==> src/rtl/div_pkg.sv <==
// Shared types and constants for the divider arbiter slice.
package div_pkg;

    localparam int DIV_WIDTH = 5;
    localparam int NREQ      = 2;

    typedef enum logic [1:0] {
        IDLE,
        LOAD,
        RUN,
        DONE
    } state_t;

    localparam logic ERR_NONE  = 1'b0;
    localparam logic ERR_DIV0  = 1'b1;
    localparam logic ERR_ABORT = 1'b1;

    function automatic logic [NREQ-1:0] req_onehot(input logic idx);
        return idx ? 2'b10 : 2'b01;
    endfunction

endpackage

==> src/rtl/rr_arb2.sv <==
// Two-way round-robin picker: on a tie the requester that was not granted last wins.
module rr_arb2 (
    input  logic [1:0] req,
    input  logic [0:0] last,
    output logic [1:0] gnt
);

    always_comb begin
        gnt = 2'b00;
        case (req)
            2'b01:   gnt = 2'b01;
            2'b10:   gnt = 2'b10;
            2'b11:   gnt = last[0] ? 2'b01 : 2'b10;
            default: gnt = 2'b00;
        endcase
    end

endmodule

==> src/rtl/div_arbiter.sv <==
// Shares one repeated-subtraction divider between two requesters: arbitrates,
// latches operands, sequences load/run, detects completion and returns results.
module div_arbiter
    import div_pkg::*;
#(
    parameter int WIDTH     = DIV_WIDTH,
    parameter int RUN_LIMIT = 2**WIDTH + 1
) (
    input  logic                 clk,
    input  logic                 rst,
    input  logic [1:0]           req,
    input  logic [2*WIDTH-1:0]   req_a,
    input  logic [2*WIDTH-1:0]   req_b,
    output logic [1:0]           gnt,
    output logic [1:0]           rsp_valid,
    output logic [WIDTH-1:0]     rsp_q,
    output logic [WIDTH-1:0]     rsp_r,
    output logic                 rsp_err,
    output logic                 busy,
    output logic                 div_load,
    output logic [WIDTH-1:0]     div_a,
    output logic [WIDTH-1:0]     div_b,
    input  logic [WIDTH-1:0]     div_q,
    input  logic [WIDTH-1:0]     div_r
);

    localparam int CW = $clog2(RUN_LIMIT);

    state_t            state;
    logic              id;
    logic [0:0]        last;
    logic [CW-1:0]     cnt;
    logic [1:0]        arb_gnt;
    logic              win;
    logic [WIDTH-1:0]  sel_a;
    logic [WIDTH-1:0]  sel_b;

    rr_arb2 u_arb (
        .req  (req),
        .last (last),
        .gnt  (arb_gnt)
    );

    assign win   = arb_gnt[1];
    assign sel_a = win ? req_a[2*WIDTH-1:WIDTH] : req_a[WIDTH-1:0];
    assign sel_b = win ? req_b[2*WIDTH-1:WIDTH] : req_b[WIDTH-1:0];

    // Grant is visible in the IDLE cycle itself so the operands are latched on that edge.
    assign gnt  = (state == IDLE && !rst) ? arb_gnt : 2'b00;
    assign busy = (state != IDLE);

    always_ff @(posedge clk) begin
        if (rst) begin
            state     <= IDLE;
            id        <= 1'b0;
            last      <= 1'b1;
            cnt       <= '0;
            div_load  <= 1'b0;
            div_a     <= '0;
            div_b     <= '0;
            rsp_valid <= 2'b00;
            rsp_q     <= '0;
            rsp_r     <= '0;
            rsp_err   <= ERR_NONE;
        end else begin
            div_load  <= 1'b0;
            rsp_valid <= 2'b00;
            case (state)
                IDLE: begin
                    if (|arb_gnt) begin
                        id    <= win;
                        last  <= win;
                        div_a <= sel_a;
                        div_b <= sel_b;
                        if (sel_b == '0) begin
                            rsp_q     <= '1;
                            rsp_r     <= sel_a;
                            rsp_err   <= ERR_DIV0;
                            rsp_valid <= req_onehot(win);
                            state     <= DONE;
                        end else begin
                            div_load <= 1'b1;
                            state    <= LOAD;
                        end
                    end
                end
                LOAD: begin
                    cnt   <= '0;
                    state <= RUN;
                end
                // The divider subtracts once per cycle; stop as soon as the remainder drops below b.
                RUN: begin
                    if (div_r < div_b) begin
                        rsp_q     <= div_q;
                        rsp_r     <= div_r;
                        rsp_err   <= ERR_NONE;
                        rsp_valid <= req_onehot(id);
                        state     <= DONE;
                    end else if (cnt == CW'(RUN_LIMIT - 1)) begin
                        rsp_q     <= div_q;
                        rsp_r     <= div_r;
                        rsp_err   <= ERR_ABORT;
                        rsp_valid <= req_onehot(id);
                        state     <= DONE;
                    end else begin
                        cnt <= cnt + CW'(1);
                    end
                end
                DONE: begin
                    state <= IDLE;
                end
                default: begin
                    state <= IDLE;
                end
            endcase
        end
    end

endmodule

==> config.mk <==
export PLATFORM = sky130hd
export DESIGN_NAME = div_arbiter
export DESIGN_NICKNAME = d
export VERILOG_FILES = /design/src/rtl/div_pkg.sv /design/src/rtl/rr_arb2.sv /design/src/rtl/div_arbiter.sv
export SDC_FILE = /design/constraint.sdc
export NUM_CORES = 1
export LEC_CHECK = 0
export BUFFER_PORTS_ARGS = -buffer_cell sky130_fd_sc_hd__buf_2
export CAP_MARGIN = 5
export CORE_UTILIZATION = 54
export DETAILED_ROUTE_END_ITERATION = 16
export PLACE_DENSITY_LB_ADDON = 0.1
export SLEW_MARGIN = 10
export SYNTH_ARGS = -nofsm -noshare
export SYNTH_HDL_FRONTEND = slang
export SYNTH_SLANG_ARGS = --single-unit
==> constraint.sdc <==
create_clock -name clk -period 4.24 [get_ports clk]
set_input_delay 0.424 -clock clk [delete_from_list [all_inputs] [get_ports clk]]
set_output_delay 0.424 -clock clk [all_outputs]
set_load 0.02 [all_outputs]
* Yosys cells after proc, flatten, opt, wreduce, memory -nomap -nowiden
Index checks and enable logic that the tools add are counted.
W data, S select, Z words.
** Storage, ports and cells
- Output and inout bits :: 27
- Word-level logic and storage cells :: 76
- Register bits :: 34
** Cells by class
- Multiplexer cells :: 36
- Eq/ne operators :: 12
- Bitwise operators :: 2
- $add $sub $neg :: 1
- $lt $le $gt $ge :: 1
- Reductions and logical operators :: 13
** Operator list (number)
- $mux W5 :: 10
- $mux W2 :: 12
- $pmux W5 S2 :: 2
- $mux W6 :: 2
- $pmux W6 S2 :: 1
- $eq A2 B2 Y1 const B :: 4
- $pmux W2 S4 :: 1
- $add A6 B1 Y6 const B :: 1
- $eq A6 B6 Y1 const B :: 1
- $pmux W2 S3 :: 1
- $reduce_bool A2 Y1 :: 3
- $logic_not A5 Y1 :: 1
- $lt A5 B5 Y1 :: 1
- $mux W1 :: 5
- $eq A2 B1 Y1 const B :: 2
- $ne A2 B1 Y1 const B :: 2
- $ne A2 B2 Y1 const B :: 2
- $pmux W2 S2 :: 1
- $reduce_and A2 Y1 :: 2
- $reduce_and A4 Y1 :: 1
- $ne A3 B3 Y1 const B :: 1
- $reduce_and A3 Y1 :: 1
- $reduce_or A3 Y1 :: 1
- $logic_not A2 Y1 :: 1
- other kinds (5) :: 6

* Logic depth before layout (Yosys ltp)
- Word-level depth :: 7
- Depth in mapped cells :: 9

* Hierarchy
From an unflattened synthesis, not the netlist that was laid out.
** Unflattened totals
- Cells, all modules :: 195
- Area, all modules :: 1775.5 sq um
** By module, submodules not included
- div_arbiter :: seq. area each 680.7 sq um, area each 1756.7 sq um, times used 1, cells an instance 192
- rr_arb2 :: seq. area each 0.0 sq um, area each 18.8 sq um, times used 1, cells an instance 3

* Worst setup path after synthesis
Ideal clock, no wire load.
- Path type :: reg-to-reg
- From :: register div_b[4]
- To :: register state[1]
- Stages on the path, launching flop included :: 8
- Arrival time :: 1909 ps
- Period minus slack after synthesis :: 1996 ps
- Path slack :: 2244 ps
- Library setup time :: 87 ps
- Data required time :: 4153 ps
- Cell sequence :: dfxtp_1 -> inv_1 -> ha_1 -> a21oi_1 -> o211a_1 -> o31ai_1 -> or4_1 -> o31ai_1
** On the way
- Cells in the longest elaborated chain, start to end :: 3
- Elaborated cells on any way between the ends :: 5
- Classes of those cells :: order compare: 1; eq/ne: 1; mux: 2; reduce/logical: 1
** RTL lines
- from (decl) :: line div_arbiter.sv:22 : output logic [WIDTH-1:0] div_b,
- from (signal assigned) :: line div_arbiter.sv:74 : div_b <= sel_b;
- $lt A5 B5 Y1 (*) :: line div_arbiter.sv:93 : if (div_r < div_b) begin
- $mux W2 / $ne A3 B3 Y1 (equally long branches)
- $pmux W2 S4 / $reduce_and A2 Y1 (equally long branches)
- to (signal assigned) :: line div_arbiter.sv:80 : state <= DONE;
- to (signal assigned) :: line div_arbiter.sv:98 : state <= DONE;
- to (signal assigned) :: line div_arbiter.sv:104 : state <= DONE;
- to (decl) :: line div_arbiter.sv:29 : state_t state;
Mark *: on every way between the ends. The rest lies on a longest branch, timed or not.
A chain may end at the register's enable or synchronous reset.

* Worst setup path after layout
- From :: register state[0]
- To :: register rsp_r[1]
** On the way
- Cells in the longest elaborated chain, start to end :: 3
- Elaborated cells on any way between the ends :: 8
- Classes of those cells :: eq/ne: 4; mux: 1; reduce/logical: 3
** RTL lines
- from (signal assigned) :: line div_arbiter.sv:54 : state <= IDLE;
- from (signal assigned) :: line div_arbiter.sv:80
- from (signal assigned) :: line div_arbiter.sv:83 : state <= LOAD;
- $eq A2 B2 Y1 / $logic_not A2 Y1 (equally long branches) :: line div_arbiter.sv:68 : case (state)
- $ne A3 B3 Y1 (no source line) (tied with other cells)
- $reduce_and A4 Y1 (no source line)
- to (signal assigned) :: line div_arbiter.sv:77 : rsp_r <= sel_a;
- to (signal assigned) :: line div_arbiter.sv:95 : rsp_r <= div_r;
- to (signal assigned) :: line div_arbiter.sv:101 : rsp_r <= div_r;
- to (decl) :: line div_arbiter.sv:17 : output logic [WIDTH-1:0] rsp_r,
Several ways; a longest one is shown, not always the timed one.

==> impl_metrics.toml <==
[outcome]
run_status = "finished clean"

[sta]
hold_viol = 0
setup_slack_ns = 1.667
slew_violations = 0
worst_clock_skew_ns = 0.003260
rsz0062_at_grt = "false"
max-slew-margin-rel = 0.1962
period_needed_ns = 2.573
max_slew.worst_pin.slew_ns = 1.201
finalSetupViolCount = 0
fin_setup_tns_ns = 0
post-route-period-util = 0.6068
fmax_ghz = 0.3887

[finish]
finish.instance_area_um2 = 2173
antenna-diode-count = 0
layout-drive-gt1-share = 0.2804
areaGrowthSynthToFinish_pct = 17.36
finalNetCount = 314

[grt]
grt_pass1_wl_um = 7286
globalRouteOverflowTotal = 0
number_of_global_route_vias_before_repair = 1630
antenna_found_initial = 0
grt_max_degree = 35
grt_util_all_layers = 0.2647

[drt]
via_count = 1795
drt_wl_total_um = 4325
wl_per_cell_um = 13.73
drt_first_pass_iters = 4
drc_errors = 0
drt.antenna.violating_nets = 0
avgViaCountPerCell = 5.698
iter_0_drt_violations = 96

[placement]
dpl.hpwl_um = 3274
final_weighted_congestion_in_routability_driven_placement = 0.8215
place_worst_setup_slack_ns = 1.388
dpl_cell_area_um2 = 2123
port_buffers = 60

[die]
floorplan.die.width_um = 60.56
die-area_um2 = 3668
start_util = 0.5873
pin_count = 61
rows = 20
design.core.area_um2 = 3153
die_height_um = 60.56

[worst_setup_path]
cp_data_required_time_ns = 4.50
critical_path.startpoint_type = "register"
arrival_ns = 2.84
slowest_stage = "sky130_fd_sc_hd__o31ai_2"
path_cells = "inv_1 > ha_1 > clkinv_1 > o31ai_2 > o21ai_0 > a21oi_1"
path_max_fanout = 19
worstSetupPathType = "register to register"
worst_path_largest_cell_delay_ns = 0.79
reg2reg_setup_slack_ns = 1.67
endpoint_kind = "register"

[yosys]
syn_inst = 217
ys_types = 42
yosys.area_share.adder = 0.06081
portion_of_the_post_synthesis_area_used_by_sequential_elements = 0.3676
synthesis.yosys.warnings = 0
synth-compound-area-share = 0.2318
post_synth_design_cell_area_um2 = 1852
ys_ff_latch = 34
synth_async_sr_flop_share = 0
synth_enable_flop_cells = 0
synthesis.nets = 260
synth_flop_cell = "sky130_fd_sc_hd__dfxtp_1"
syn_avg_cell_area_um2 = 8.534
synth_top_family_by_area = "compound AO/OA/AOI/OAI gates"
synth_xor_area_frac = 0.004730
yosys-mux-area-fraction = 0.05405
synthSimpleGateAreaFrac = 0.2155

[cts]
post_cts_buffers = 0
numCtsBuffers = 5
cts-resized-gates = 0
cts_root_buffer = "sky130_fd_sc_hd__clkbuf_4"
cts_max_level = 2
clockBufferDepth = 2
clk_pin_slew_worst_paths_ns = 0.09
number_of_clock_sinks = 34
cts_tree = "done"
ctsHoldBuffers = 0
worst_skew_pair.late_latency_ns = 0.33

[pwr]
pwr_density_nw_per_um2 = 634.9
power_leakage_nw = 0.9264
ir_drop_mv = 0.3638
design_power_total_mw = 1.380

[job]
cap_violations = 0

[worst_hold_path]
hold_path.class = "input port to register"
[where the power goes]
part | internal, mW | switching (mW) | total [mW]
sequential | 0.416 | 0.0523 | 0.469
combinational | 0.257 | 0.493 | 0.750
clock | 0.0625 | 0.0991 | 0.162
total | 0.736 | 0.644 | 1.38
[cell usage after synthesis, types with 2 or more instances]
master | count | share of area
sky130_fd_sc_hd__dfxtp_1 | 34 | 0.37
sky130_fd_sc_hd__buf_2 | 2 | 0.0054
sky130_fd_sc_hd__nor3_1 | 10 | 0.027
sky130_fd_sc_hd__nand3_1 | 8 | 0.022
sky130_fd_sc_hd__or4_1 | 4 | 0.016
sky130_fd_sc_hd__buf_6 | 2 | 0.012
sky130_fd_sc_hd__nor4_1 | 5 | 0.017
sky130_fd_sc_hd__a31oi_1 | 2 | 0.0068
sky130_fd_sc_hd__ha_1 | 9 | 0.061
sky130_fd_sc_hd__o21ai_0 | 13 | 0.035
sky130_fd_sc_hd__mux2i_1 | 10 | 0.054
sky130_fd_sc_hd__nand4_1 | 4 | 0.014
sky130_fd_sc_hd__clkbuf_1 | 6 | 0.012
sky130_fd_sc_hd__buf_4 | 2 | 0.0081
sky130_fd_sc_hd__nor2b_1 | 2 | 0.0068
sky130_fd_sc_hd__nand2_1 | 17 | 0.034
sky130_fd_sc_hd__a211oi_1 | 12 | 0.049
sky130_fd_sc_hd__inv_1 | 9 | 0.018
sky130_fd_sc_hd__nor2_1 | 19 | 0.039
sky130_fd_sc_hd__a21oi_1 | 20 | 0.054
sky130_fd_sc_hd__o31ai_1 | 5 | 0.020
sky130_fd_sc_hd__or4_4 | 2 | 0.012
[per-stage QoR]
stage,utilization,instances,hold slack [ns]
2_1_floorplan,-,217,0.4497
3_3_place_gp,0.6734,308,0.4594
3_5_place_dp,0.6734,308,0.4680
4_1_cts,0.6877,315,0.3559
5_1_grt,0.6893,315,0.3521
6_report,0.6893,315,0.3627
[layout make-up]
cell class	count	area [um2]
well taps	44	55.05
repair buffers	60	300.3
flip-flops and latches	34	680.7
multi-input cells	160	1055
inverters	10	37.54
clock buffers	7	45.04
fillers	313	979.7
[cell families (layout without fill, tap and decap cells)]
logic type / Yosys count / after routing
adders and majority gates: 9 / 9
DFF: 34 / 34
muxes: 10 / 10
buffers and inverters: 23 / 77
AOI/OAI and AO/OA: 64 / 64
xor gates and xnor gates: 1 / 1
and+or+nand+nor: 76 / 76
[metal layers]
| metal | part of all wire | vias to the layer above | GRT usage |
|---|---|---|---|
| met4 | 0.0099 | 0 | 0.07143 |
| met1 | 0.48 | 830 | 0.3613 |
| met3 | 0.039 | 7 | 0.05757 |
| met5 | 0 | - | 0 |
| met2 | 0.47 | 45 | 0.4239 |
| li1 | - | 913 | - |
[cell usage in the layout, fill, tap and decap left out, drive strengths merged]
master   Yosys  final
o22ai        1      1
a211oi      12     12
o21ai       13     13
inv          9      9
o211a        1      1
nand2b       1      1
buf          6     60
xor2         1      1
a21boi       1      1
o211ai       1      1
a211o        1      1
ha           9      9
nor2b        2      2
clkbuf       7      7
nand3        8      8
nor2        21     21
o31a         1      1
a2111oi      1      1
o221a        1      1
nand4        4      4
o221ai       1      1
a32oi        1      1
a31oi        2      2
a32o         1      1
clkinv       1      1
or4          6      6
mux2i       10     10
o31ai        5      5
nor3        10     10
or2b         1      1
nor4         5      5
a21oi       20     20
dfxtp       34     34
nand2       18     18
a311oi       1      1
[final timing paths]
check                        start                     to  cells past startpoint
max          state[0]$_SDFFE_PP0P_  rsp_r[1]$_SDFFE_PP0P_                      6
min                       div_q[0]  rsp_q[0]$_SDFFE_PP0P_                      3
max reg2reg  state[0]$_SDFFE_PP0P_  rsp_r[1]$_SDFFE_PP0P_                      6
min reg2reg  rsp_r[3]$_SDFFE_PP0P_  rsp_r[3]$_SDFFE_PP0P_                      2
[sequential cells by signal, summed over array words and instances, names as in the netlist]
register / flops
cnt: 6
div_a: 5
div_b: 5
div_load: 1
id: 1
last: 1
rsp_err: 1
rsp_q: 5
rsp_r: 5
rsp_valid: 2
state: 2
[critical path: cells and delay by family, from the launching register on]
kind | cells | cell delay (ns)
buf+inv | 2 | 0.51
flops | 1 | 0.33
fa+ha+maj | 1 | 0.51
compound gates | 3 | 1.15
No activity file was read; power rests on OpenSTA's default activity.
